===== src/rtl/frac_div_sched.sv =====
// frac_div_sched: N/N+1 period scheduler for a fractional clock divider; config checking enabled by FRAC_DIV_CFG_CHECK_EN
module frac_div_sched #(
  parameter int CNT_W  = 8,
  parameter int FRAC_W = 8
) (
  input  logic              clk_in,
  input  logic              rst,
  input  logic              en,
  input  logic              cfg_valid,
  output logic              cfg_ready,
  input  logic [CNT_W-1:0]  cfg_int,
  input  logic [FRAC_W-1:0] cfg_num,
  input  logic [FRAC_W-1:0] cfg_den,
  output logic              clk_out,
  output logic              period_start,
  output logic              long_period,
  output logic              cfg_err
);
  typedef enum logic {IDLE, RUN} state_t;
  state_t state;
  logic loaded, pend;
  logic [CNT_W-1:0] n, sh_n, cnt, p, n_e, p_n;
  logic [FRAC_W-1:0] a, b, sh_a, sh_b, a_e, b_e;
  logic [FRAC_W:0] acc, acc_e, s, acc_n;
  logic xfer, legal, use_sh, use_in, lng, boundary, start;
  assign cfg_ready = !rst && !pend;
  assign xfer = cfg_valid && cfg_ready;
`ifdef FRAC_DIV_CFG_CHECK_EN
  assign legal = (cfg_int >= CNT_W'(2)) && (cfg_int != '1) && (cfg_den != '0) && (cfg_num < cfg_den);
`else
  assign legal = 1'b1;
`endif
  assign boundary = state == RUN && cnt == p - CNT_W'(1);
  assign start = state == IDLE ? en && loaded : boundary && en;
  // Config and accumulator that feed the next period; a freshly applied config restarts from acc=0
  always_comb begin
    use_sh = state == RUN && pend;
    use_in = state == IDLE && xfer && legal;
    n_e = use_sh ? sh_n : use_in ? cfg_int : n;
    a_e = use_sh ? sh_a : use_in ? cfg_num : a;
    b_e = use_sh ? sh_b : use_in ? cfg_den : b;
    acc_e = (use_sh || use_in) ? '0 : acc;
    s = acc_e + {1'b0, a_e};
    lng = s >= {1'b0, b_e};
    acc_n = lng ? s - {1'b0, b_e} : s;
    p_n = n_e + {{(CNT_W-1){1'b0}}, lng};
  end
  // Config handshake, boundary-aligned config swap, period counter and registered outputs
  always_ff @(posedge clk_in) begin
    if (rst) begin
      state <= IDLE;
      loaded <= 1'b0;
      pend <= 1'b0;
      acc <= '0;
      cnt <= '0;
      p <= '0;
      n <= '0;
      a <= '0;
      b <= '0;
      sh_n <= '0;
      sh_a <= '0;
      sh_b <= '0;
      clk_out <= 1'b0;
      period_start <= 1'b0;
      long_period <= 1'b0;
      cfg_err <= 1'b0;
    end else begin
      if (xfer) cfg_err <= !legal;
      if (use_in) begin
        n <= cfg_int;
        a <= cfg_num;
        b <= cfg_den;
        loaded <= 1'b1;
        acc <= '0;
      end
      if (xfer && legal && state == RUN) begin
        sh_n <= cfg_int;
        sh_a <= cfg_num;
        sh_b <= cfg_den;
        pend <= 1'b1;
      end
      if (use_sh && boundary) begin
        n <= sh_n;
        a <= sh_a;
        b <= sh_b;
        pend <= 1'b0;
        acc <= '0;
      end
      if (start) begin
        state <= RUN;
        cnt <= '0;
        p <= p_n;
        acc <= acc_n;
        period_start <= 1'b1;
        long_period <= lng;
        clk_out <= 1'b1;
      end else if (boundary) begin
        state <= IDLE;
        cnt <= '0;
        period_start <= 1'b0;
        long_period <= 1'b0;
        clk_out <= 1'b0;
      end else if (state == RUN) begin
        cnt <= cnt + CNT_W'(1);
        period_start <= 1'b0;
        clk_out <= (cnt + CNT_W'(1)) < (p >> 1);
      end else begin
        period_start <= 1'b0;
        clk_out <= 1'b0;
      end
    end
  end
endmodule


===== config.mk =====
export PLATFORM = sky130hd
export DESIGN_NAME = frac_div_sched
export DESIGN_NICKNAME = d
export VERILOG_FILES = /design/src/rtl/frac_div_sched.sv
export SDC_FILE = /design/constraint.sdc
export NUM_CORES = 1
export LEC_CHECK = 0
export CAP_MARGIN = 15
export CORE_UTILIZATION = 35
export DETAILED_ROUTE_END_ITERATION = 10
export HOLD_SLACK_MARGIN = 0.02
export MAX_ROUTING_LAYER = met4
export PLACE_DENSITY_LB_ADDON = 0.1
export SLEW_MARGIN = 30
export SYNTH_ARGS = -nofsm -noshare
export SYNTH_HDL_FRONTEND = slang
export SYNTH_SLANG_ARGS = --single-unit

===== constraint.sdc =====
create_clock -name clk_in -period 8.35 [get_ports clk_in]
set_input_delay 1.67 -clock clk_in [delete_from_list [all_inputs] [get_ports clk_in]]
set_output_delay 1.67 -clock clk_in [all_outputs]
set_load 0.01 [all_outputs]

==> run metrics, run 1 <==
routed len/inst around 16 um; R2R cell count 18; Peak VDD IR approximately 87 uV; Main synth FF type dfxtp_1; Top cell by count, worst path ha_1; Cell Count Post-Placement between 700 and 800; fill count 1341; hpwl dp 8530 um; TritonCTS clock tree yes; drt first pass iters 4; PostCTS Resize Cnt 0; post-CTS setup buffer count 0; Worst Hold End loaded; Final Max Tran Viols 0; Worst R2R Setup Slack about 2.5 ns; NumNets Final between 600 and 700; syn avg cell area ~8 sq um; vias 4116; asr flop ratio synth 0; fin cells ~780; Initial Util 0.360; EDFF count, synth 0; commonest non-fill, non-tap cells in the layout dfxtp_1, nand2_1, nor2_1; power per cell area slightly below 200 nW/um^2; Synth Register Bits 79; footprint of the multi-input gates 2980 sq um; TritonCTS Buffers 9; Reg-to-Reg End p[4]; sequential-to-total area share from yosys stat 0.332; crit start category input pin; CP max FO 10; Die Y 119 um; Period minus WS final about 7.0 ns; critical path class input pin to flop; hold crit path type flop to flop; Post-Synthesis Net Count approximately 650; CP arrival 7.30 ns; post-route ant nets 0; initial antenna violation count 0; H-tree lvl count 3; Fin Setup TNS 0 ns; All-Layer GR Usage 0.190; Worst Min Path Start loaded; crit path cell chain clkdlybuf4s50_1, or4b_1, mux2i_1, a21oi_1, ha_1, fa_1, a211oi_1, o21bai_1, a21oi_1, xnor2_1, ha_1, or4_1, o211ai_1, nand3_1, ha_1, ha_1, inv_1, nor2_1, xor2_1, a211oi_1; Hold Path Cell Cnt 2; clk_lat worst skew about 0.34 ns; RR Startpoint state; vias per cell roughly 5.3; Mapped Cells roughly 590; final WL about 12000 um; endpoints failing hold 0; Clock Path Buffers 2; Pwr Total 1.08 mW; initial DRC count ~180; period utilization 0.843; slew of the pin with the lowest slew margin 0.777 ns; Crit-path slowest cell or4b_1; largest net degree at the start of global routing roughly 70; status finished, final reports clean; FF+latch area about 1600 sq um; Clock transition at path regs 0.06 ns; # diodes 0; RSZ-0062 raised after global routing false; Critical Path RT 8.61 ns; most common cell after layout, fill and taps aside dfxtp_1; worst stage delay on the critical path between 0.6 and 0.7 ns; core area between 10000 and 15000 sq um; # DRC 0; fmax roughly 0.14 GHz; PortBufs 31; Unique masters post-synth 61; die width 119 um; Hold Buf Count CTS 0; vias in the first global route between 4000 and 5000; Synth-to-Final Area Change 16.3%; Leakage 2.32 nW; crit path capture type flop; global-route wire length before repair between 20000 and 25000 um; IO Pins 33; CTS Root Cell clkbuf_16; row count between 40 and 50; Layout Skew 0.00838 ns; MaxCap Viol Count 0; Setup Viol. Count Final 0; Max-slew headroom 0.481; share of cells above drive strength 1 0.0611; RD Place Congestion 0.816; total die area ~14000 sq um; total grt overflow 0; synth warn 0; CTS Sinks 79; Mapped Area 4760 sq um
-- flip-flops by register name (all words and copies together) (netlist names), 8 cells and up --
| name | count |
|---|---|
| acc | 9 |
| a | 8 |
| cnt | 8 |
| n | 8 |
| p | 8 |
| b | 8 |
| sh_a | 8 |
| sh_b | 8 |
| sh_n | 8 |
-- layer usage --
metal / routed length, um / GRT usage / vias up
met1: 5750 / 0.235 / 1934
met2: 6060 / 0.315 / 63
met3: 391 / 0.0270 / 14
met4: 181 / 0.0704 / 0
met5: 0 / - / -
li1: - / - / 2105
-- power breakdown --
part | switching [mW] | total [mW] | internal [mW]
logic | 0.124 | 0.223 | 0.0989
clock network | 0.164 | 0.457 | 0.293
registers | 0.0102 | 0.401 | 0.390
total | 0.298 | 1.08 | 0.782
-- through the flow --
step           hold WS (ns)   util  worst slack (ns)  cell area [sq um]
2_1_floorplan         0.432      -              1.57               4760
3_5_place_dp          0.449  0.392             0.975               5200
4_1_cts               0.463  0.418              1.30               5540
6_report              0.461  0.418              1.31               5540
3_3_place_gp          0.447  0.392              1.15               5190
5_1_grt               0.488  0.418             0.711               5540
-- cells by family (layout without fill, tap and decap cells) --
kind of cell / Yosys count / in the layout / synth area share
flops: 79 / 79 / 0.332
mux: 31 / 31 / 0.0657
simple gates: 219 / 219 / 0.221
other cells: 1 / 1 / 0.000788
buf+inv: 53 / 70 / 0.0452
fa+ha+maj: 28 / 28 / 0.0767
xor+xnor: 35 / 35 / 0.0644
compound gates: 143 / 143 / 0.194
-- worst max-delay path, delay by kind of cell --
family,cells,cell delay (ns)
compound gates,6,1.26
buf+inv,2,0.66
mux,1,0.26
xor+xnor,2,0.26
simple gates,4,1.65
fa+ha+maj,5,1.53
-- layout make-up --
class / count / share of cell area
tap: 176 / 0.0398
sequential: 79 / 0.286
multi-input combinational: 457 / 0.538
timing repair buffer: 37 / 0.0633
clock inverter: 5 / 0.0192
inverter: 17 / 0.0115
clock buffer: 11 / 0.0420
-- how the worst max path moves through the flow --
stage          slack, ns  depth (start not counted)      start  endpoint
2_1_floorplan       1.57                         22        rst      p[4]
3_3_place_gp        1.15                         20  cfg_valid      p[4]
3_5_place_dp        0.97                         20  cfg_valid      p[4]
4_1_cts             1.30                         20  cfg_valid      p[4]
5_1_grt             0.71                         20  cfg_valid      p[4]
6_report            1.31                         20  cfg_valid      p[4]
-- cells in the mapped netlist (5+ instances only) --
cell type | number | area [sq um]
o21ai_1 | 7 | 35.0
a21oi_1 | 49 | 245
or4b_1 | 8 | 80.1
ha_1 | 26 | 325
and3_1 | 11 | 68.8
mux2i_1 | 29 | 290
nand3_1 | 18 | 90.1
xor2_1 | 15 | 131
nor2_1 | 74 | 278
nor2b_1 | 5 | 31.3
nand2_1 | 78 | 293
clkbuf_1 | 26 | 97.6
xnor2_1 | 20 | 175
o21ai_0 | 22 | 110
inv_1 | 17 | 63.8
a211oi_1 | 32 | 240
dfxtp_1 | 79 | 1580
(Power assumes the default switching activity.)
==> run 2, diff against run 1 <==
clock period = 6.1 ns   (was 8.35 ns; I/O delays follow)
==> run metrics, run 2 (synthesis results as in run 1) <==
status finished, final reports clean; post-route ant nets 0; Critical Path RT ~6.4 ns; RSZ-0062 raised after global routing false; Initial Util 0.360; initial DRC count 263; FF+latch area 1580 sq um; TritonCTS Buffers 9; Max-slew headroom 0.451; global-route wire length before repair approximately 20000 um; Fin Setup TNS 0 ns; Layout Skew roughly 0.0093 ns; initial antenna violation count 0; total die area approximately 14000 sq um; Finished Cell Area around 5700 sq um; vias in the first global route 3917; NumNets Final between 600 and 700; PortBufs 31; clk_lat worst skew 0.35 ns; footprint of the multi-input gates ~3000 sq um; Clock Path Buffers 2; All-Layer GR Usage 0.186; placed cell area 5340 sq um; worst hold slack ~0.47 ns; slew of the pin with the lowest slew margin between 0.8 and 0.9 ns; TritonCTS clock tree yes; share of cells above drive strength 1 0.101; period utilization 0.942; Final Max Tran Viols 0; # diodes 0; # DRC 0; Setup Viol. Count Final 0; endpoints failing hold 0; die width approximately 120 um; pre-CTS setup slack -0.178 ns; CTS Sinks ~80; vias roughly 4200; core area ~13000 sq um; IO Pins 33; fmax 0.174 GHz; final WL roughly 12000 um; post-CTS setup buffer count 0; critical path class input pin to flop; Synth-to-Final Area Change 18.8%; Peak VDD IR approximately 130 uV; crit path capture type flop; Die Y 119 um; Clock transition at path regs roughly 0.060 ns; Largest Register acc; crit start category input pin; row count 42; Leakage about 2.4 nW; RD Place Congestion 0.868; total grt overflow 0; Hold Buf Count CTS 0; largest net degree at the start of global routing between 70 and 80; fill count ~1400; CP max FO 4; Setup WS post-layout around 0.35 ns; Period minus WS final 5.75 ns; PostCTS Resize Cnt 0; drt first pass iters 4; routed len/inst approximately 15 um; hold crit path type flop to flop; most common cell after layout, fill and taps aside dfxtp_1; H-tree lvl count 3; hpwl dp about 8500 um; CTS Root Cell clkbuf_16; max reg flops 9; power per cell area ~250 nW/um^2; vias per cell ~5.2; commonest non-fill, non-tap cells in the layout dfxtp_1, nand2_1, nor2_1; CP arrival 6.01 ns; MaxCap Viol Count 0
## run 2: path summary, 6_finish.rpt
| check | from | end | slack [ns] | cells after the start |
|---|---|---|---|---|
| worst max-delay path | cfg_valid | p[4] | 0.35 | 20 |
| worst min-delay path | sh_b[2] | sh_b[2] | 0.47 | 2 |
| worst max register to register | state | p[4] | 1.31 | 19 |
| worst min register to register | sh_b[2] | sh_b[2] | 0.47 | 2 |
## run 2: cell type report
cell class	instances	share of cell area
clock inverter	6	0.0117
timing repair buffer	55	0.0858
inverter	17	0.0113
sequential	79	0.280
clock buffer	10	0.0422
tap	176	0.0389
multi-input combinational	457	0.531
## run 2: per-stage QoR
step,total power [mW],cells,util
4_1_cts,1.45,800,0.426
6_report,1.44,800,0.427
5_1_grt,1.51,800,0.427
3_5_place_dp,0.884,784,0.403
2_1_floorplan,0.778,589,-
3_3_place_gp,0.882,784,0.403
## run 2: where the power goes
| part | switching (mW) | internal [mW] | leakage, nW | total [mW] |
|---|---|---|---|---|
| combinational | 0.176 | 0.153 | 1.61 | 0.329 |
| sequential | 0.0115 | 0.534 | 0.641 | 0.546 |
| clock | 0.231 | 0.330 | 0.153 | 0.562 |
| total | 0.418 | 1.02 | 2.41 | 1.44 |
## run 2: critical path: stages
cell             delay [ns]
clkdlybuf4s50_1        0.54
or4b_4                 0.53
buf_4                  0.18
mux2i_1                0.23
a21oi_2                0.12
fa_2                   0.43
a211oi_2               0.24
o21bai_1               0.10
a21oi_1                0.18
xnor2_1                0.11
ha_1                   0.22
or4_1                  0.52
o211ai_1               0.31
nand3_2                0.12
ha_1                   0.24
ha_1                   0.18
inv_1                  0.10
nor2_1                 0.07
xor2_1                 0.15
a211oi_1               0.22
## run 2: routing by layer
layer  track usage  up-vias  share of wire
met5             -        -              0
met4        0.0570        0          0.013
met3        0.0352       11          0.030
met2         0.306       60           0.48
met1         0.231     1965           0.48
li1              -     2142              -
==> run 3, diff against run 2 <==
PLACE_DENSITY_LB_ADDON = not set   (was 0.1)
==> run metrics, run 3 (synthesis results as in run 1) <==
status finished, final reports clean; grt peak-use layer met2; Clock Path Buffers 2; CTS Sinks just under 80; Final Max Tran Viols 0; drt first pass iters 5; global-route wire length before repair between 15000 and 20000 um; Max-slew headroom 0.490; Layout Skew between 0.007 and 0.008 ns; NetSw between 0.4 and 0.5 mW; routed len/inst ~15 um; post-route ant nets 0; max reg flops 9; share of cells above drive strength 1 0.0905; PortBufs 31; NumNets Final 670; die width roughly 120 um; TritonCTS clock tree yes; worst stage delay on the critical path between 0.5 and 0.6 ns; vias in the first global route approximately 4000; Setup Viol. Count Final 0; All-Layer GR Usage 0.181; H-tree lvl count 3; Top cell by count, worst path ha_1; initial antenna violation count 0; # DRC 0; Combinational Power Share 0.223; Initial Util 0.360; Critical Path RT 6.35 ns; most common cell after layout, fill and taps aside dfxtp_1; vias between 4000 and 5000; total grt overflow 0; Clock transition at path regs 0.06 ns; clk_lat worst skew approximately 0.34 ns; commonest non-fill, non-tap cells in the layout dfxtp_1, nand2_1, nor2_1; vias per cell roughly 5.3; total die area ~14000 sq um; IO Pins 33; MaxCap Viol Count 0; Die Y between 100 and 150 um; CP arrival 6.09 ns; slew of the pin with the lowest slew margin 0.763 ns; TritonCTS Buffers 9; critical path class input pin to flop; Buf/Inv on CP 2; core area around 13000 sq um; row count 42; post-CTS setup buffer count 0; Crit-path slowest cell clkdlybuf4s50_1; initial DRC count 346; period utilization 0.957; # diodes 0; Period minus WS final a little under 6 ns; Peak VDD IR 153 uV; final WL about 12000 um; CTS Root Cell clkbuf_16; Fin Setup TNS 0 ns; power per cell area 260 nW/um^2; largest net degree at the start of global routing around 70; endpoints failing hold 0; Hold Buf Count CTS 0; hold crit path type flop to flop; CP max FO 6; M2 GR Usage 0.297; Leakage roughly 2.4 nW; Synth-to-Final Area Change 18.5%; Flop pwr share 0.373; Cell Count Post-Placement a little under 800; CP delay by family, top adder cells; fmax ~0.17 GHz; met1 GRT Util 0.220; Clock power frac 0.404; Largest Register acc; switching share of power 0.273; crit path capture type flop; crit path cell chain clkdlybuf4s50_1, or4b_4, mux2i_2, a21oi_1, ha_2, fa_1, a211oi_2, o21bai_1, a21oi_1, xnor2_1, ha_1, or4_1, o211ai_1, nand3_2, ha_1, ha_1, inv_1, nor2_1, xor2_1, a211oi_1; met3 GRT Util 0.0430; RD Place Congestion between 0.9 and 1; hpwl dp between 8000 and 9000 um; fin cells slightly below 800; crit start category input pin; Int Power about 1.1 mW
==> run 3: through the flow <==
stage                     total power [mW]  worst slack, ns  cell area [sq um]  hold WS (ns)  utilization
final                                 1.47            0.263               5640         0.466        0.426
after CTS                             1.48            0.136               5630         0.464        0.425
after global placement               0.875          -0.0976               5290         0.450        0.400
after detailed placement             0.881           -0.199               5300         0.449        0.400
after floorplan                      0.778           0.0103               4770         0.432            -
after global routing                  1.54         -0.00176               5640         0.465        0.426
==> run 3: tightest hold or removal path, cell delays in order (launching register included) <==
cell	delay, ns
dfxtp_1	0.32
nor2_1	0.05
nor2_1	0.07
==> run 3: metal layers <==
layer / up-vias / part of all wire / routed length, um
li1: 2130 / - / -
met1: 1987 / 0.46 / 5380
met2: 102 / 0.48 / 5660
met3: 11 / 0.046 / 537
met4: 0 / 0.014 / 159
met5: - / 0 / 0
==> run 3: layout make-up <==
| type | instances | area [sq um] |
|---|---|---|
| Clock buffer | 13 | 260 |
| Clock inverter | 3 | 65.1 |
| Fill cell | 1336 | 7600 |
| Inverter | 17 | 63.8 |
| Multi-Input combinational cell | 457 | 3000 |
| Sequential cell | 79 | 1580 |
| Tap cell | 176 | 220 |
| Timing Repair Buffer | 50 | 448 |
==> run 3: path summary, 6_finish.rpt <==
| check | startpoint | endpoint | slack, ns | depth (start not counted) |
|---|---|---|---|---|
| min | loaded | loaded | 0.47 | 2 |
| min reg2reg | loaded | loaded | 0.47 | 2 |
| max | cfg_valid | p[4] | 0.26 | 20 |
| max reg2reg | state | p[4] | 1.25 | 19 |
==> run 3: power groups by stage <==
| stage | logic, mW | registers (mW) | clock network, mW |
|---|---|---|---|
| 2_1_floorplan | 0.224 | 0.555 | 0 |
| 5_1_grt | 0.363 | 0.549 | 0.626 |
| 4_1_cts | 0.326 | 0.547 | 0.604 |
| 6_report | 0.328 | 0.547 | 0.593 |
| 3_3_place_gp | 0.317 | 0.557 | 0 |
| 3_5_place_dp | 0.323 | 0.558 | 0 |
==> run 3: repair_timing <==
action	4_1_cts	5_1_grt
resized for setup	0	5
setup endpoints to repair	0	3
endpoints found under the hold margin	0	0
==> variant, RTL diff (flow settings as in run 3) <==
Change the parameter `CNT_W` from 8 to 12.
--- a/src/rtl/frac_div_sched.sv
+++ b/src/rtl/frac_div_sched.sv
@@ -1,5 +1,5 @@
 // frac_div_sched: N/N+1 period scheduler for a fractional clock divider; config checking enabled by FRAC_DIV_CFG_CHECK_EN
 module frac_div_sched #(
-  parameter int CNT_W  = 8,
+  parameter int CNT_W  = 12,
   parameter int FRAC_W = 8
 ) (
Interface: changed (resized cfg_int); port bits go from 33 to 37. The function was not compared with the original's and may differ.
==> variant against run 3 <==
Sequential cell count rose by 16. Total power rose by 13%. Synthesized area rose by 28%. Via count rose by 29%. Critical path depth rose by 3. Largest power group is now registers. Count of clock-buffer cells in the layout fell by 3. Clock power fell by 2%. Worst setup slack improved by 76 ps. Critical path type unchanged. Non-clock buffer count rose by 28. Routed wire length rose by 36%. First-iteration DRC count rose by 7.2%. Worst hold slack improved by 7.2 ps. Design area rose by 27%.
==> variant: results (changes against run 3) <==
pwr:
  p_leak_nw: 2.845  # +19%
  ir_drop_v: 0.0001425  # -6.9%
place:
  gp_routability_congestion: 0.8852  # -1.7%
  worst_setup_timing_slack_at_the_placement_stage_ps: -49.14  # +150.2 ps
  placed_cell_area_mm2: 0.006837  # +29%
  number_of_placed_instances_taps_included: 1001  # +28%
  dp.final_hpwl_um: 11360  # +37%
  buffer_ports.inserted: 35  # +13%
worst_hold_path:
  worst_hold_startpoint: "sh_b[3]"
  worst_hold_path_endpoint: "sh_b[3]"
logic_synthesis:
  netlist_instances: 752  # +28%
  synth.distinct_cells: 65  # +6.6%
  ys_top_cells_by_area: "sky130_fd_sc_hd__dfxtp_1, sky130_fd_sc_hd__mux2i_1, sky130_fd_sc_hd__ha_1"
  xor_xnor_share_of_the_synthesized_area: 0.07328  # +0.008887
  synthMuxAreaShare: 0.08025  # +0.01455
  postSynthNetCount: 817  # +27%
  synthTopCellsByCount: "sky130_fd_sc_hd__dfxtp_1, sky130_fd_sc_hd__nand2_1, sky130_fd_sc_hd__a21oi_1"
  synth_area_in_adders: 0.07020  # -0.006544
  synth-compound-area-share: 0.1952  # +0.0007161
  synth.yosys.seq_area_share: 0.3120  # -0.02021
global_routing:
  first_global_vias: 5114  # +27%
  grt_pass1_wl_um: 26810  # +35%
  global_route.usage.met3: 0.02381  # -0.01914
  groute.usage.overall: 0.1932  # +0.01168
  global_route.usage.met1: 0.2737  # +0.05348
  grt_start_max_net_pins: 76  # +5.6%
detailed_routing:
  routed_wl_um: 15960  # +36%
  met2_wirelength_um: 6752  # +19%
  vias_per_cell: 5.372  # +0.96%
  m1WireLength_um: 8403  # +56%
  first_drt_iteration_drcs: 371  # +7.2%
  detailroute.wirelength.met3_um: 536  # -0.19%
timing:
  fin_crit_ps: 5761  # -75.90 ps
  clock_skew_ps: 11.65  # +4.494 ps
  tightest_slew_ps: 923.8  # +160.4 ps
setup_path:
  critPathCapture: "p[11]"
  ff2ff_setup_slack_ps: 990  # -260 ps
  path_max_fanout: 5  # -1
  worstRegToRegCells: 21  # +2
  critical_path_slowest_stage_cell: "sky130_fd_sc_hd__or3b_2"
  cpLargestDelayFamily: "compound AO/OA/AOI/OAI gates"
  critPathMaxStageDelay_ps: 490  # -80 ps
final_layout:
  drive_gt1_frac: 0.1093  # +0.01883
clocking:
  clock_insertion_delay_worst_skew_ps: 360  # +20 ps
outcome:
  status: "completed"
-- variant: changes by cell type after synthesis, sizes merged, moves of 9 or more --
cell,before,now
mux2i,29,41
o21ai,29,19
a21oi,49,66
dfxtp,79,95
xor2,15,26
nand2,79,96
nor3,3,61
buf,10,19
nor2,74,41
inv,17,31
-- variant: timing repair --
item / 4_1_cts / 5_1_grt
resized for setup: 0 / 5
buffers inserted: 0 / 0
setup endpoints to repair: 0 / 4
-- variant: report_power, final --
group	internal [mW]	switching (mW)	total, mW
registers	0.641	0.0152	0.657
clock network	0.327	0.253	0.580
logic	0.201	0.217	0.418
total	1.17	0.486	1.66
-- variant: cell type report --
type | count | area [um^2]
Clock inverter | 5 | 56.30
Clock buffer | 10 | 239.0
Timing Repair Buffer | 78 | 684.4
Inverter | 32 | 120.1
Tap cell | 220 | 275.3
Multi-Input combinational cell | 576 | 3881
Fill cell | 1753 | 9661
Sequential cell | 95 | 1902
